### config.mk
export PLATFORM = sky130hd
export DESIGN_NAME = uart_transmitter
export DESIGN_NICKNAME = d
export VERILOG_FILES = /design/src/rtl/uart_transmitter.sv
export SDC_FILE = /design/constraint.sdc
export NUM_CORES = 1
export LEC_CHECK = 0
export BUFFER_PORTS_ARGS = -buffer_cell sky130_fd_sc_hd__buf_2
export CORE_ASPECT_RATIO = 0.5
export CORE_MARGIN = 4
export CORE_UTILIZATION = 55
export CTS_BUF_LIST = sky130_fd_sc_hd__clkbuf_16
export CTS_CLUSTER_DIAMETER = 50
export DETAILED_ROUTE_END_ITERATION = 7
export PLACE_DENSITY = 0.75
export SYNTH_ARGS = -nofsm -noshare
export SYNTH_HDL_FRONTEND = slang
export SYNTH_SLANG_ARGS = --single-unit
export TNS_END_PERCENT = 10
### constraint.sdc
create_clock -name clk_i -period 10.5 [get_ports clk_i]
set_clock_uncertainty 0.2 [all_clocks]
set_input_delay 0 -clock clk_i [delete_from_list [all_inputs] [get_ports clk_i]]
set_output_delay 0 -clock clk_i [all_outputs]
set_load 0.005 [all_outputs]
### src/rtl/uart_transmitter.sv
// rtl/uart_transmitter.sv - 8N1 LSB-first UART transmitter with input FIFO
// Frames are sent back-to-back while bytes are queued; bit period is latched per frame.
module uart_transmitter #(
  parameter int FIFO_DEPTH = 4
) (
  input  logic                          clk_i,
  input  logic                          rst_ni,
  input  logic [15:0]                   clks_per_bit_i,
  input  logic                          tx_valid_i,
  input  logic [7:0]                    tx_byte_i,
  output logic                          tx_ready_o,
  output logic                          tx_o,
  output logic                          tx_active_o,
  output logic                          tx_done_o,
  output logic [$clog2(FIFO_DEPTH):0]   fifo_level_o
);

  localparam int AW = $clog2(FIFO_DEPTH);
  localparam int CW = AW + 1;

  localparam logic [1:0] ST_IDLE  = 2'd0;
  localparam logic [1:0] ST_START = 2'd1;
  localparam logic [1:0] ST_DATA  = 2'd2;
  localparam logic [1:0] ST_STOP  = 2'd3;

  logic [7:0]    mem_q [FIFO_DEPTH];
  logic [AW-1:0] wr_ptr_q;
  logic [AW-1:0] rd_ptr_q;
  logic [CW-1:0] count_q;

  logic [1:0]  state_q;
  logic [15:0] bit_cnt_q;
  logic [15:0] cpb_q;
  logic [2:0]  idx_q;
  logic [7:0]  shift_q;

  logic        push;
  logic        pop;
  logic        fifo_empty;
  logic        bit_last;
  logic [15:0] cpb_eff;

  assign fifo_empty   = (count_q == '0);
  assign tx_ready_o   = (count_q != CW'(FIFO_DEPTH));
  assign fifo_level_o = count_q;
  assign push         = tx_valid_i & tx_ready_o;
  assign bit_last     = (bit_cnt_q == cpb_q - 16'd1);
  assign cpb_eff      = (clks_per_bit_i == 16'd0) ? 16'd1 : clks_per_bit_i;

  // Pop only from registered FIFO state, so a push in the same cycle is never seen here.
  assign pop = !fifo_empty &&
               ((state_q == ST_IDLE) || ((state_q == ST_STOP) && bit_last));

  always_ff @(posedge clk_i) begin
    if (push) begin
      mem_q[wr_ptr_q] <= tx_byte_i;
    end
  end

  always_ff @(posedge clk_i or negedge rst_ni) begin
    if (!rst_ni) begin
      wr_ptr_q <= '0;
      rd_ptr_q <= '0;
      count_q  <= '0;
    end else begin
      if (push) begin
        wr_ptr_q <= wr_ptr_q + AW'(1);
      end
      if (pop) begin
        rd_ptr_q <= rd_ptr_q + AW'(1);
      end
      if (push && !pop) begin
        count_q <= count_q + CW'(1);
      end else if (pop && !push) begin
        count_q <= count_q - CW'(1);
      end
    end
  end

  always_ff @(posedge clk_i or negedge rst_ni) begin
    if (!rst_ni) begin
      state_q   <= ST_IDLE;
      bit_cnt_q <= 16'd0;
      cpb_q     <= 16'd1;
      idx_q     <= 3'd0;
      shift_q   <= 8'd0;
    end else begin
      case (state_q)
        ST_IDLE: begin
          if (pop) begin
            shift_q   <= mem_q[rd_ptr_q];
            cpb_q     <= cpb_eff;
            bit_cnt_q <= 16'd0;
            state_q   <= ST_START;
          end
        end
        ST_START: begin
          if (bit_last) begin
            bit_cnt_q <= 16'd0;
            idx_q     <= 3'd0;
            state_q   <= ST_DATA;
          end else begin
            bit_cnt_q <= bit_cnt_q + 16'd1;
          end
        end
        ST_DATA: begin
          if (bit_last) begin
            bit_cnt_q <= 16'd0;
            if (idx_q == 3'd7) begin
              state_q <= ST_STOP;
            end else begin
              idx_q <= idx_q + 3'd1;
            end
          end else begin
            bit_cnt_q <= bit_cnt_q + 16'd1;
          end
        end
        ST_STOP: begin
          if (bit_last) begin
            bit_cnt_q <= 16'd0;
            if (pop) begin
              shift_q <= mem_q[rd_ptr_q];
              cpb_q   <= cpb_eff;
              state_q <= ST_START;
            end else begin
              state_q <= ST_IDLE;
            end
          end else begin
            bit_cnt_q <= bit_cnt_q + 16'd1;
          end
        end
        default: state_q <= ST_IDLE;
      endcase
    end
  end

  // Line level decodes straight from state registers so reset forces it high at once.
  always_comb begin
    tx_o = 1'b1;
    case (state_q)
      ST_START: tx_o = 1'b0;
      ST_DATA:  tx_o = shift_q[idx_q];
      default:  tx_o = 1'b1;
    endcase
  end

  assign tx_active_o = (state_q != ST_IDLE);
  assign tx_done_o   = (state_q == ST_STOP) && bit_last;

endmodule

# Word-level counts from Yosys, hierarchy flattened

Memory sizes are Yosys's and may differ from the RTL's.
Cells that the tools add are included.
Widths: inputs -> output; s select.

Eq/ne operators: 12
Bitwise gates (word level): 1
Order comparisons: 1
Add/subtract/negate cells: 7
Reductions and logical operators: 19
Muxes and demuxes: 28

Operators by type and width:

| kind                  | count |
|---|---|
| $mux 16               | 5 |
| $pmux 16 s2           | 2 |
| $add 16x1->16 const B | 1 |
| $eq 16x16->1          | 1 |
| $logic_not 16->1      | 1 |
| $mux 8                | 2 |
| $pmux 8 s2            | 1 |
| $sub 16x1->16 const B | 1 |
| $mux 3                | 5 |
| $ne 2x2->1 const B    | 6 |
| $mux 2                | 5 |
| $pmux 2 s4            | 1 |
| $reduce_bool 2->1     | 4 |
| $add 3x1->3 const B   | 2 |
| $pmux 3 s2            | 1 |
| $reduce_and 5->1      | 1 |
| $add 2x1->2 const B   | 2 |
| $eq 2x2->1 const B    | 2 |
| $logic_and 1x1->1     | 4 |
| $lt 3x4->1 const B    | 1 |
| $mux 1                | 4 |
| $reduce_and 4->1      | 1 |
| $bmux 1 s3            | 1 |
| $eq 3x3->1 const B    | 1 |
| 11 further kinds      | 13 |

Input port bits: 27
Logic and storage cells: 77
Output and inout bits: 7
Register bits after elaboration: 52
Memory bits (writable): 32
Memories kept: 1

Memories:

| name  | depth | bits a word | read ports | clocked after Yosys merged registers in | write ports | RTL line | RTL |
|---|---|---|---|---|---|---|---|
| mem_q | 4     | 8           | 1          | 0                                       | 1           | 26       | `logic [7:0] mem_q [FIFO_DEPTH];` |

# Logic depth before layout (Yosys ltp)

Depth in word-level cells: 8
Mapped depth: 16

# Worst setup path before layout

Ideal clock, no wire load.

Kind: register to register
Start: register cpb_q[5]
End: register count_q[1], in the netlist fifo_level_o[1]
Stages on the path, launching flop included: 14
Setup slack: 6.650 ns
Clock period less this slack: 3.850 ns
Arrival: 3.525 ns
Path buffers: 2
Library setup time: 0.125 ns
Path through: dfrtp_1 buf_6 or4_1 buf_2 nor3_2 mux2_2 nor4_1 nand4_1 inv_2 o21ai_0 ha_1 inv_1 fa_1 mux2_2

Word-level cells in the longest chain between the ends: 8
Elaborated cells on any way between the ends: 10

RTL lines:

| item                                               | RTL line | RTL |
|---|---|---|
| start: declaration                                 | 33       | `logic [15:0] cpb_q;` |
| start signal: assignment                           | 92       | `cpb_q <= cpb_eff;` |
| start signal: assignment                           | 123      | `cpb_q <= cpb_eff;` |
| $sub 16x1->16 *                                    | 47       | `assign bit_last = (bit_cnt_q == cpb_q - 16'd1);` |
| $eq 16x16->1 *                                     | 47       |  |
| $logic_and 1x1->1 *                                | --       |  |
| net tx_done_o                                      | 14       | `output logic tx_done_o,` |
| $logic_or 1x1->1 *                                 | 52       | `((state_q == ST_IDLE) \|\| ((state_q == ST_STOP) && bit_last));` |
| $logic_and 1x1->1 *                                | 51       | `assign pop = !fifo_empty &&` |
| $logic_not 1->1                                    | 72       | `if (push && !pop) begin` |
| $logic_and 1x1->1                                  | 72       |  |
| $mux 3 / $reduce_bool 2->1 (equally long branches) | --       |  |
| end signal: assignment                             | 73       | `count_q <= count_q + CW'(1);` |
| end signal: assignment                             | 75       | `count_q <= count_q - CW'(1);` |
| end: declaration                                   | 29       | `logic [CW-1:0] count_q;` |

The timed path passes the listed nets; every way through them passes the cells marked *.
A chain may end at the register's enable or synchronous reset.

# Worst setup path after layout

Start: register cpb_q[5]
End: register count_q[1], in the netlist fifo_level_o[1]

Word-level cells in the longest chain between the ends: 8
Elaborated cells on any way between the ends: 10

RTL lines:

| item                                               | RTL line |
|---|---|
| $sub 16x1->16 *                                    | 47 |
| $eq 16x16->1 *                                     | 47 |
| $logic_and 1x1->1 *                                | 52 |
| $logic_or 1x1->1 *                                 | 52 |
| $logic_and 1x1->1 *                                | 51 |
| $logic_not 1->1                                    | 72 |
| $logic_and 1x1->1                                  | 72 |
| $mux 3 / $reduce_bool 2->1 (equally long branches) | -- |

Every way passes the cells marked *; elsewhere a longest branch is shown, timed or not.

==> flow_metrics.env <==
export IMPL_outcome="finished clean"
export IMPL_yosys_most_used_dff="dfrtp_1"
export IMPL_crit_path_end_kind="flop"
export IMPL_synth_fp_nets=409
export IMPL_die_area_um2=9780
export IMPL_cp_required_ns=10.51
export IMPL_antenna_left=0
export IMPL_post_drt_wl_per_cell_um=17.3
export IMPL_antenna_found_initial=0
export IMPL_grt_pass1_wl_um=16000
export IMPL_layout_drive_gt1_share_pct=18.4
export IMPL_cts_setup_buffers=0
export IMPL_finalPower_w=0.00140
export IMPL_synth_seq_cells=84
export IMPL_syn_area_per_cell_um2=12.2
export IMPL_swShare_pct=36.1
export IMPL_worstMarginPinSlew_ns=1.17
export IMPL_synth_warnings=0
export IMPL_grt_max_degree=53
export IMPL_finalMaxSlewViolations=0
export IMPL_io_pins=34
export IMPL_drtIter0Drc=220
export IMPL_p_per_area_nw_per_um2=265
export IMPL_critPathMaxStageDelay_ns=0.73
export IMPL_cts_resized=0
export IMPL_multiInputGateArea_um2=2050
export IMPL_cts_tree="done"
export IMPL_startpoint_type="flop"
export IMPL_crit_arrival_ns=4.27
export IMPL_drc=0
export IMPL_die_w_um=136
export IMPL_critPathBufInv=2
export IMPL_crit_chain="or4_1 > nor3_2 > mux2_2 > nor4_1 > nand4_1 > inv_2 > o21ai_0 > ha_1 > inv_1 > fa_1 > mux2_2"
export IMPL_synth_cell_type_count=67
export IMPL_ir_worst_vdd_uv=131
export IMPL_relSlewSlack_pct=22.3
export IMPL_htreeDepth=3
export IMPL_syn_to_final_growth_pct=17.2
export IMPL_synth_edff_count=32
export IMPL_initial_core_util_pct=59.0
export IMPL_combPwrFrac_pct=37.6
export IMPL_grtUsageTotal_pct=20.8
export IMPL_grt_setup_unrepaired="false"
export IMPL_p_leak_nw=2.06
export IMPL_clkSlewWorstSetupHoldPaths_ns=0.06
export IMPL_clock_latency_ns=0.33
export IMPL_place_congestion=0.883
export IMPL_drtPass1Iterations=4
export IMPL_min_period_over_period_pct=40.5
export IMPL_p_switching_w=0.000506
export IMPL_most_common_layout_cells="dfrtp_1, buf_2, edfxtp_1, dlygate4sd3_1, inv_1"
export IMPL_internal_power_w=0.000894
export IMPL_layout_cells_non_filler=537
export IMPL_power_frac_clock_pct=21.9
export IMPL_critPathMostFrequentCell="mux2_2"
export IMPL_syn_area_um2=4500
export IMPL_dpl_hpwl_um=6530
export IMPL_tns_ns=0
export IMPL_totalWireLength_um=9280
export IMPL_numPortBuffers=33
export IMPL_cpMaxStageDelayCell="or4_1"
export IMPL_place_inst=495
export IMPL_crit_family="simple AND/OR/NAND/NOR gates"
export IMPL_diodes=0
export IMPL_cts_sinks=84
export IMPL_vias=3122
export IMPL_path_class="flop to flop"
export IMPL_grt_overflow=0
export IMPL_fillers=552
export IMPL_fin_crit_ns=4.26
export IMPL_synthArstFlopShare_pct=61.9
export IMPL_final_common_cell="dfrtp_1"
export IMPL_max_cap_violations=0
export IMPL_pwr_share_seq_pct=40.5
export IMPL_clock_root_buffer="clkbuf_16"
export IMPL_grt_pass1_vias=3226
export IMPL_seq_area_frac_synth_pct=50.3
export IMPL_setup_viol=0
export IMPL_cts_buffers=9
export IMPL_clockBufferDepth=2
export IMPL_register_area_um2=2260
export IMPL_fmax_ghz=0.235
export IMPL_placementRows=22
export IMPL_final_nets=465
export IMPL_postSynthCellCount=368
export IMPL_worstHoldPathType="input port to flop"
export IMPL_die_h_um=71.9
export IMPL_core_area_um2=7620
export IMPL_vias_per_cell=5.81
export IMPL_hold_violations=0
export IMPL_crit_fanout=10
[power by group through the flow]
| stage | Combinational (W) | Clock, W | Sequential (W) |
|---|---|---|---|
| final | 0.000527 | 0.000306 | 0.000566 |
| after global routing | 0.000584 | 0.000331 | 0.000586 |
| after CTS | 0.000528 | 0.000312 | 0.000567 |
| after detailed placement | 0.000516 | 0 | 0.000572 |
| after global placement | 0.000493 | 0 | 0.000563 |
| after floorplan | 0.000451 | 0 | 0.000514 |
[synthesized netlist by cell type (2+ instances only)]
cell type / count / area [um2]
xor2_1: 9 / 78.8
o311ai_1: 2 / 17.5
mux2_2: 6 / 67.6
dfrtp_1: 51 / 1280
nor2_1: 14 / 52.6
o2bb2ai_1: 3 / 26.3
buf_2: 5 / 25.0
nand3b_1: 2 / 15.0
o21ai_1: 6 / 30.0
or2_2: 2 / 12.5
a21oi_1: 9 / 45.0
buf_1: 2 / 7.51
and3_1: 8 / 50.1
edfxtp_1: 32 / 961
a22o_1: 6 / 52.6
o21ai_0: 7 / 35.0
nand2_1: 13 / 48.8
o31a_1: 3 / 26.3
nand2b_1: 2 / 12.5
or4_1: 5 / 37.5
a31oi_1: 3 / 18.8
mux2i_1: 7 / 70.1
a21o_1: 6 / 45.0
buf_6: 4 / 45.0
clkbuf_1: 5 / 18.8
inv_1: 22 / 82.6
ha_1: 13 / 163
mux4_2: 10 / 225
nand3_1: 15 / 75.1
xnor2_1: 13 / 114
mux2_1: 21 / 236
or3_1: 5 / 31.3
o211ai_1: 5 / 37.5
nor4_1: 8 / 50.1
nor3_1: 10 / 50.1
nand4_1: 3 / 18.8
[worst paths after layout]
kind | slack [ns] | endpoint | depth (start not counted) | start
max in group asynchronous | 9.13 | idx_q[0]$_DFFE_PN0P_ | 2 | rst_ni
worst max-delay path | 6.24 | fifo_level_o[1]$_DFFE_PN0P_ | 11 | cpb_q[5]$_DFFE_PN0P_
worst min-delay path | 0.22 | mem_q[1][3]$_DFFE_PP_ | 2 | tx_byte_i[3]
worst max register to register | 6.24 | fifo_level_o[1]$_DFFE_PN0P_ | 11 | cpb_q[5]$_DFFE_PN0P_
min in group asynchronous | 0.25 | bit_cnt_q[0]$_DFFE_PN0P_ | 2 | rst_ni
worst min register to register | 0.29 | shift_q[3]$_DFFE_PN0P_ | 1 | shift_q[3]$_DFFE_PN0P_
[stage by stage]
| step | cell area (um2) | hold WS [ns] | setup WS, ns | utilization, % |
|---|---|---|---|---|
| 2_1_floorplan | 4500 | -0.496 | 6.65 | - |
| 3_3_place_gp | 4720 | 0.00997 | 6.33 | 61.9 |
| 3_5_place_dp | 4720 | 0.0217 | 6.28 | 61.9 |
| 4_1_cts | 5270 | 0.206 | 6.22 | 69.1 |
| 5_1_grt | 5270 | 0.225 | 6.00 | 69.1 |
| 6_report | 5270 | 0.219 | 6.24 | 69.1 |
[layer usage]
metal  part of all wire, %  vias to the layer above  track usage [%]  wire length, um
met3                   3.4                        6             5.26              316
li1                      -                     1509                -                -
met5                     0                        -                0                0
met1                    46                     1549             27.4             4280
met4                  0.62                        0             4.69               58
met2                    50                       58             35.5             4630
[worst register-to-register path, cell delays in order, from the launching register on]
cell and delay, ns:
dfrtp_1 0.49, or4_1 0.73, nor3_2 0.29, mux2_2 0.37, nor4_1 0.53, nand4_1 0.22, inv_2 0.13, o21ai_0 0.15
ha_1 0.27, inv_1 0.09, fa_1 0.41, mux2_2 0.27
[final cells by class]
cell class                 count  share of cell area [%]
tap                          108                    2.56
multi-input combinational    245                    38.9
clock buffer                   9                    4.27
sequential                    84                    42.9
timing repair buffer          61                    8.36
clock inverter                 7                    1.31
inverter                      23                    1.64
[cells by family after synthesis]
family / Yosys count / share of synthesized area (%)
simple gates: 97 / 12.2
buf+inv: 39 / 4.06
flops: 84 / 50.3
xor+xnor: 22 / 4.28
fa+ha+maj: 14 / 4.06
compound gates: 68 / 11.8
mux: 44 / 13.3
[sequential cells by signal, summed over array words and instances, names as in the netlist]
name	flops
idx_q	3
state_q	2
wr_ptr_q	2
mem_q	32
rd_ptr_q	2
fifo_level_o	3
cpb_q	16
shift_q	8
bit_cnt_q	16
[timing repair]
action	in CTS	in global routing
endpoints found under the setup margin	0	0
hold buffers	26	0
endpoints found under the hold margin	100	0
(Power assumes the default switching activity.)
